$ cat src/rtl/simon_kexp_stream_if.sv
// Bundle of the master-key input port and the round-key output stream of the
// Simon key-schedule generator.
//
// Handshake rule for both channels (key: k_valid/k_ready, round key:
// rk_valid/rk_ready): a transfer happens on a rising clock edge where valid
// and ready are both high; once valid is raised the payload stays stable
// until that transfer, and ready may be raised or dropped at any time
// without affecting the payload.
interface simon_kexp_stream_if #(
  parameter int WORD_W    = 32,
  parameter int KEY_WORDS = 4
);
  logic [WORD_W*KEY_WORDS-1:0] key;
  logic                        k_valid;
  logic                        k_ready;
  logic                        abort;
  logic [WORD_W-1:0]           rk_data;
  logic [6:0]                  rk_index;
  logic                        rk_valid;
  logic                        rk_ready;
  logic                        rk_last;
  logic                        state_dbg;  // 0 = IDLE, 1 = RUN

  // Key-schedule block side.
  modport master (
    input  key, k_valid, abort, rk_ready,
    output k_ready, rk_data, rk_index, rk_valid, rk_last, state_dbg
  );

  // Key source / round-key consumer side.
  modport slave (
    output key, k_valid, abort, rk_ready,
    input  k_ready, rk_data, rk_index, rk_valid, rk_last, state_dbg
  );
endinterface

$ cat src/rtl/simon_kexp_stream.sv
// Iterative Simon key schedule. Holds a KEY_WORDS-deep sliding window of
// round-key words; window slot 0 is the key currently offered on the stream
// and each accepted beat shifts in the next schedule word.
module simon_kexp_stream #(
  parameter int WORD_W    = 32,
  parameter int KEY_WORDS = 4,
  parameter int ROUNDS    = 44,
  parameter int Z_IDX     = 3
) (
  input  logic                 ck,
  input  logic                 rst,
  simon_kexp_stream_if.master  bus
);

  localparam bit LEGAL =
    ((WORD_W == 16 && KEY_WORDS == 4) ||
     (WORD_W == 24 && (KEY_WORDS == 3 || KEY_WORDS == 4)) ||
     (WORD_W == 32 && (KEY_WORDS == 3 || KEY_WORDS == 4)) ||
     (WORD_W == 48 && (KEY_WORDS == 2 || KEY_WORDS == 3)) ||
     (WORD_W == 64 && KEY_WORDS >= 2 && KEY_WORDS <= 4)) &&
    (ROUNDS >= KEY_WORDS) && (ROUNDS <= 72) &&
    (Z_IDX >= 0) && (Z_IDX <= 4);

  if (!LEGAL) begin : g_illegal
    $error("simon_kexp_stream: illegal WORD_W/KEY_WORDS/ROUNDS/Z_IDX combination");
  end

  // z sequences, first published bit in bit 61.
  function automatic logic [61:0] z_seq(input int j);
    case (j)
      0:       z_seq = 62'b11111010001001010110000111001101111101000100101011000011100110;
      1:       z_seq = 62'b10001110111110010011000010110101000111011111001001100001011010;
      2:       z_seq = 62'b10101111011100000011010010011000101000010001111110010110110011;
      3:       z_seq = 62'b11011011101011000110010111100000010010001010011100110100001111;
      default: z_seq = 62'b11010001111001101011011000100000010111000011001010010011101111;
    endcase
  endfunction

  localparam logic [61:0] Z     = z_seq(Z_IDX);
  localparam logic [6:0]  LAST  = 7'(ROUNDS - 1);

  typedef enum logic {IDLE = 1'b0, RUN = 1'b1} state_t;

  state_t            state, state_nxt;
  logic              ready_q;
  logic [WORD_W-1:0] win [KEY_WORDS];
  logic [6:0]        idx;
  logic [5:0]        zptr;
  logic              beat, is_last, key_take, z_bit;
  logic [WORD_W-1:0] t_rot, t_mix, next_word;

  assign beat     = (state == RUN) && bus.rk_ready;
  assign is_last  = (idx == LAST);
  assign key_take = (state == IDLE) && bus.k_valid && ready_q;
  assign z_bit    = Z[6'd61 - zptr];

  assign bus.k_ready   = ready_q;
  assign bus.rk_valid  = (state == RUN);
  assign bus.rk_data   = win[0];
  assign bus.rk_index  = idx;
  assign bus.rk_last   = (state == RUN) && is_last;
  assign bus.state_dbg = logic'(state);

  // Next schedule word k[i+m] from the window holding k[i..i+m-1].
  always_comb begin
    t_rot = {win[KEY_WORDS-1][2:0], win[KEY_WORDS-1][WORD_W-1:3]};
    if (KEY_WORDS == 4) t_rot = t_rot ^ win[1];
    t_mix     = t_rot ^ {t_rot[0], t_rot[WORD_W-1:1]};
    next_word = ~win[0] ^ t_mix ^ WORD_W'(z_bit) ^ WORD_W'(3);
  end

  // Next-state: leave IDLE on key accept; leave RUN on abort or final beat.
  always_comb begin
    state_nxt = state;
    case (state)
      IDLE: if (key_take) state_nxt = RUN;
      RUN:  if (bus.abort || (beat && is_last)) state_nxt = IDLE;
      default: state_nxt = IDLE;
    endcase
  end

  // State register plus registered k_ready (kept low throughout reset).
  always_ff @(posedge ck) begin
    if (rst) begin
      state   <= IDLE;
      ready_q <= 1'b0;
    end else begin
      state   <= state_nxt;
      ready_q <= (state_nxt == IDLE);
    end
  end

  // Window load on key accept, shift on every non-final beat.
  always_ff @(posedge ck) begin
    if (rst) begin
      for (int j = 0; j < KEY_WORDS; j++) win[j] <= '0;
      idx  <= '0;
      zptr <= '0;
    end else if (key_take) begin
      for (int j = 0; j < KEY_WORDS; j++) win[j] <= bus.key[j*WORD_W +: WORD_W];
      idx  <= '0;
      zptr <= '0;
    end else if (beat && !is_last) begin
      for (int j = 0; j < KEY_WORDS - 1; j++) win[j] <= win[j+1];
      win[KEY_WORDS-1] <= next_word;
      idx  <= idx + 7'd1;
      zptr <= (zptr == 6'd61) ? 6'd0 : zptr + 6'd1;
    end
  end

endmodule

$ cat src/flat_wrapper.sv
// flat-port wrapper written by rule: the top's interface ports become plain ports
module simon_kexp_stream_flat 
#(
  parameter int WORD_W    = 32,
  parameter int KEY_WORDS = 4,
  parameter int ROUNDS    = 44,
  parameter int Z_IDX     = 3
)
  (ck, rst, bus_key, bus_k_valid, bus_abort, bus_rk_ready, bus_k_ready, bus_rk_data, bus_rk_index, bus_rk_valid, bus_rk_last, bus_state_dbg);
  simon_kexp_stream_if #(.WORD_W(WORD_W), .KEY_WORDS(KEY_WORDS)) bus_i ();
  input  logic ck;
  input  logic rst;
  input wire logic [$bits(bus_i.key)-1:0] bus_key;
  input wire logic [$bits(bus_i.k_valid)-1:0] bus_k_valid;
  input wire logic [$bits(bus_i.abort)-1:0] bus_abort;
  input wire logic [$bits(bus_i.rk_ready)-1:0] bus_rk_ready;
  output wire logic [$bits(bus_i.k_ready)-1:0] bus_k_ready;
  output wire logic [$bits(bus_i.rk_data)-1:0] bus_rk_data;
  output wire logic [$bits(bus_i.rk_index)-1:0] bus_rk_index;
  output wire logic [$bits(bus_i.rk_valid)-1:0] bus_rk_valid;
  output wire logic [$bits(bus_i.rk_last)-1:0] bus_rk_last;
  output wire logic [$bits(bus_i.state_dbg)-1:0] bus_state_dbg;
  assign bus_i.key = bus_key;
  assign bus_i.k_valid = bus_k_valid;
  assign bus_i.abort = bus_abort;
  assign bus_i.rk_ready = bus_rk_ready;
  assign bus_k_ready = bus_i.k_ready;
  assign bus_rk_data = bus_i.rk_data;
  assign bus_rk_index = bus_i.rk_index;
  assign bus_rk_valid = bus_i.rk_valid;
  assign bus_rk_last = bus_i.rk_last;
  assign bus_state_dbg = bus_i.state_dbg;
  simon_kexp_stream #(.WORD_W(WORD_W), .KEY_WORDS(KEY_WORDS), .ROUNDS(ROUNDS), .Z_IDX(Z_IDX)) u_core (.ck(ck), .rst(rst), .bus(bus_i));
endmodule
$ cat config.mk
export PLATFORM = sky130hd
export DESIGN_NAME = simon_kexp_stream_flat
export DESIGN_NICKNAME = d
export VERILOG_FILES = /design/src/rtl/simon_kexp_stream_if.sv /design/src/rtl/simon_kexp_stream.sv /design/src/flat_wrapper.sv
export SDC_FILE = /design/constraint.sdc
export NUM_CORES = 1
export LEC_CHECK = 0
export ABC_AREA = 1
export CAP_MARGIN = 20
export CORE_MARGIN = 8
export CORE_UTILIZATION = 45
export CTS_CLUSTER_SIZE = 30
export DETAILED_ROUTE_END_ITERATION = 12
export DONT_BUFFER_PORTS = 1
export GPL_TIMING_DRIVEN = 0
export PLACE_DENSITY_LB_ADDON = 0.15
export SLEW_MARGIN = 20
export SYNTH_ARGS = -nofsm -noshare
export SYNTH_HDL_FRONTEND = slang
export SYNTH_SLANG_ARGS = --single-unit
$ cat constraint.sdc
create_clock -name ck -period 3.09 [get_ports ck]
set_clock_uncertainty 0.05 [all_clocks]
set_input_delay 0.309 -clock ck [delete_from_list [all_inputs] [get_ports ck]]
set_output_delay 0.309 -clock ck [all_outputs]
set_load 0.005 [all_outputs]
### Word level (Yosys, flattened, before mapping)

Memory sizes are Yosys's and may differ from the RTL's.
Cells that the tools add are included.

* output and inout bits: 43
* memories kept: 2
* memory bits (read-only): 64
* input bits: 133
* logic and storage cells: 58
* register bits after elaboration: 15
* latch bits: 0
* memory bits (writable): 128

Memories
* u_core.win: words 4, width 32, read ports 4, clocked after memory_dff 0, wr ports 4, RTL line simon_kexp_stream.sv:46 `logic [WORD_W-1:0] win [KEY_WORDS];`
* (no name shown): words 64, width 1, read ports 1, clocked after memory_dff 0, wr ports 0, RTL line simon_kexp_stream.sv:55 `assign z_bit = Z[6'd61 - zptr];`

* bitwise gates (word level): 16
* reduce and logical (&&, ||, !) cells: 9
* add/sub/neg operators: 3
* muxes and demuxes: 21
* divide/modulo/power cells: 0
* shift-type cells: 0
* equal/unequal tests: 2
* magnitude comparators: 1
* multipliers: 0

Operators with widths (count)
* $mux 32: 8
* $xor 32x32->32: 3
* $not 32->32: 1
* $xor 32x1->32: 1
* $mux 1: 11
* $or 1x1->1: 8
* $add 7x1->7 const B: 1
* $eq 7x6->1 const B: 1
* $lt 6x7->1 const B: 1
* $add 6x1->6 const B: 1
* $eq 6x6->1 const B: 1
* $logic_and 1x1->1: 6
* $mux 6: 1
* $sub 6x6->6 const A: 1
* $not 1->1: 2
* $not 2->2: 1
* $pmux 1 s2: 1
* $reduce_or 2->1: 1
* $logic_not 1->1: 1
* $logic_or 1x1->1: 1

### Depth between registers and ports, before layout

* word-level depth: 8
* depth in mapped cells: 14
* depth with buffers taken out: 14

### Worst setup path before layout

Ideal clock, no wire load.

* path kind: reg-to-reg
* from: register u_core.idx[0] (netlist: u_core.bus.rk_index[0])
* to: memory u_core.win[0][0], enable pin
* setup slack: 158 ps
* required time: 2348 ps
* library setup time: 692 ps
* arrival time: 2190 ps
* clock period less this slack: 2932 ps
* buffers on the path: 1
* cell stages (with the launch flop): 8
* path through: dfxtp_1 ha_1 inv_1 nor3_2 nand2_2 nand2_4 buf_2 nand2_1

RTL lines
* start: declaration: RTL line simon_kexp_stream.sv:47 `logic [6:0] idx;`
* start signal: assignment: RTL line simon_kexp_stream.sv:106 `idx <= idx + 7'd1;`
* end: declaration: RTL line simon_kexp_stream.sv:46

==> key figures <==
Outcome
  • Status: finished, final reports clean

Worst setup path
  • CP max FO: 35
  • Worst Setup Start Kind: flop
  • Critical path class: flop to flop
  • CP Data Required Time: 3.18 ns
  • Critical Path Sink Type: flop
  • Worst Path Arrival: 2.44 ns

Layout
  • Layout cell share with drive strength beyond 1: 11.8%
  • Fillers: 1483
  • Fin area: 0.00844 mm^2
  • Final-stage net count: 927
  • Syn-to-layout area delta: 13.3%
  • Inserted Diodes: 0

Logic synthesis
  • Synthesized area per cell: 9.77 um^2
  • Post-synth EDFFs: 128
  • Synth warnings: 0
  • FF+latch count, synth: 143
  • Post-synth ARST share: 0%
  • Mapped cell area: 0.00745 mm^2
  • Mapped Cells: 762
  • Net count after synthesis: 904
  • Most used DFF post-synth: edfxtp_1
  • Register area share after synthesis: 55.6%
  • Cell variety after synth: 29

Floorplan
  • Die H: 145 um
  • FP Rows: 47
  • Die Width: 145 um
  • Ports: 176
  • Die footprint: 0.0209 mm^2
  • Starting Density: 45.4%
  • Core area: 0.0164 mm^2

STA
  • Final worst path period need: 2.35 ns
  • Worst Slack Setup Final: 0.745 ns
  • Max Fclk: 426 MHz
  • Max-slew headroom: 57.4%
  • Fin crit share: 75.9%
  • Slew @ Worst Pin: 0.639 ns
  • Max Transition Viols Final: 0
  • RSZ-0062 raised after global routing: no
  • # setup viols final: 0
  • Final Hold Viols: 0

Placed design
  • HPWL after DPL: 15100 um
  • Placement Setup Slack: 0.745 ns
  • IO buf count: 0
  • GPL Wtd Cong: 0.842
  • Placed inst area: 0.00781 mm^2

Clock network
  • CTS Hold Buffers Added: 1
  • Post-cts resize count: 0
  • Clock Path Buffers: 2
  • CTS H-tree lvls: 4
  • CTS Sinks: 143
  • Clk root buf: clkbuf_16
  • CTS buffer count: 17
  • Postcts setup bufs: 0
  • CTS clk-pin slew, worst paths: 0.06 ns
  • CTS tree: built
  • Worst-skew pair later-pin latency: 0.41 ns

Pwr
  • Worst vdd rail ir drop: 472 uV
  • Leak: 0.00320 uW
  • PD cells: 606 mW/mm^2

Global routing
  • Gr usage total: 19.6%
  • Total gr overflow: 0
  • Global-route wire length before repair: 30300 um
  • Initial antenna violation count: 0
  • Largest net degree at the start of global routing: 36
  • Vias in the first global route: 5574

Drt
  • Via count: 5341
  • Via density: 5.25
  • Final WL: 20200 um
  • Initial DRC count: 377
  • Pre-Repair DR Iteration Count: 5
  • WL/cell: 19.9 um
  • Number of antenna-violating nets in the routed design: 0
  • DRC: 0

Worst hold path
  • Path category of the worst min-delay check: input port to flop

Flow run
  • Max-Cap Viols: 0
[power by group]
part	switching [uW]	total [uW]	internal [uW]
Sequential	111	2390	2280
Combinational	340	554	214
Clock	819	2170	1350
Total	1270	5120	3850
[logic make-up after synthesis]
kind of cell | Yosys count | share of synthesized area (%)
compound gates | 146 | 13.4
xor+xnor | 67 | 7.88
fa+ha+maj | 9 | 1.51
buf+inv | 116 | 6.60
flops | 143 | 55.6
simple gates | 281 | 15.0
[worst max-delay path: stages (launching register included)]
cell	delay (ns)
dfxtp_1	0.44
ha_1	0.21
inv_1	0.10
nor3_2	0.19
nand2_2	0.11
nand2_4	0.11
buf_2	0.25
nand2_4	0.30
buf_12	0.30
[routing by layer]
| layer | vias up | part of all wire, % | GRT usage (%) |
|---|---|---|---|
| li1 | 2594 | - | - |
| met3 | 15 | 9.9 | 7.48 |
| met2 | 184 | 47 | 31.8 |
| met4 | 0 | 1.4 | 6.02 |
| met5 | - | 0 | 0 |
| met1 | 2548 | 41 | 23.8 |
[Yosys cell counts, types with 8 or more instances]
cell | instances | share of area (%)
buf_2 | 18 | 1.2
edfxtp_1 | 128 | 52
o21ai_0 | 61 | 4.1
xnor2_1 | 60 | 7.1
clkbuf_1 | 8 | 0.40
a21oi_1 | 9 | 0.60
inv_1 | 83 | 4.2
nand2_1 | 215 | 11
ha_1 | 9 | 1.5
dfxtp_1 | 15 | 4.0
nor2_1 | 38 | 1.9
a22o_1 | 38 | 4.5
nand3_1 | 20 | 1.3
o21ai_2 | 28 | 3.3
[final cells by class]
cell class	instances	area [um^2]	area share [%]
sequential	143	4140	49.1
buffer	31	173	2.05
clock buffer	18	429	5.08
inverter	85	319	3.78
tap	220	275	3.26
clock inverter	14	191	2.27
timing repair buffer	4	85.1	1.01
multi-input combinational	503	2830	33.5
[layout by cell type, fill, tap and decap left out, types with 9 or more instances in the layout]
cell,Yosys,layout
dfxtp_1,15,15
clkbuf_16,0,17
inv_1,83,83
ha_1,9,9
clkbuf_1,8,9
xnor2_1,60,60
nor2_1,38,38
nand3_1,20,20
o21ai_2,28,28
nand2_1,215,212
a22o_1,38,38
a21oi_1,9,9
buf_2,18,18
edfxtp_1,128,128
o21ai_0,61,61
[through the flow]
step | setup TNS [ns] | utilization [%] | power, uW | hold slack, ns | cells
3_3_place_gp | -63.32 | 47.1 | 2950 | 0.330 | 982
6_report | 0 | 51.5 | 5120 | 0.0293 | 1018
4_1_cts | 0 | 51.5 | 5160 | 0.00999 | 1018
3_5_place_dp | 0 | 47.6 | 2980 | 0.338 | 985
2_1_floorplan | 0 | - | 2820 | 0.328 | 762
5_1_grt | 0 | 51.5 | 5320 | 0.00674 | 1018
[state kept, by name (all words and copies together) (netlist names)]
signal               count
u_core.zptr              6
u_core.win             128
u_core.bus.rk_valid      1
u_core.bus.rk_index      7
u_core.bus.k_ready       1
[worst paths after layout]
check,start,slack [ns],cells after the start,endpoint
setup / recovery,u_core.bus.rk_index[0],0.74,8,u_core.win[3][17]
hold reg to reg,u_core.zptr[4],0.46,2,u_core.zptr[4]
hold / removal,bus_abort,0.03,2,u_core.bus.k_ready
setup reg to reg,u_core.bus.rk_index[0],0.74,8,u_core.win[3][17]
(Power assumes the default switching activity.)
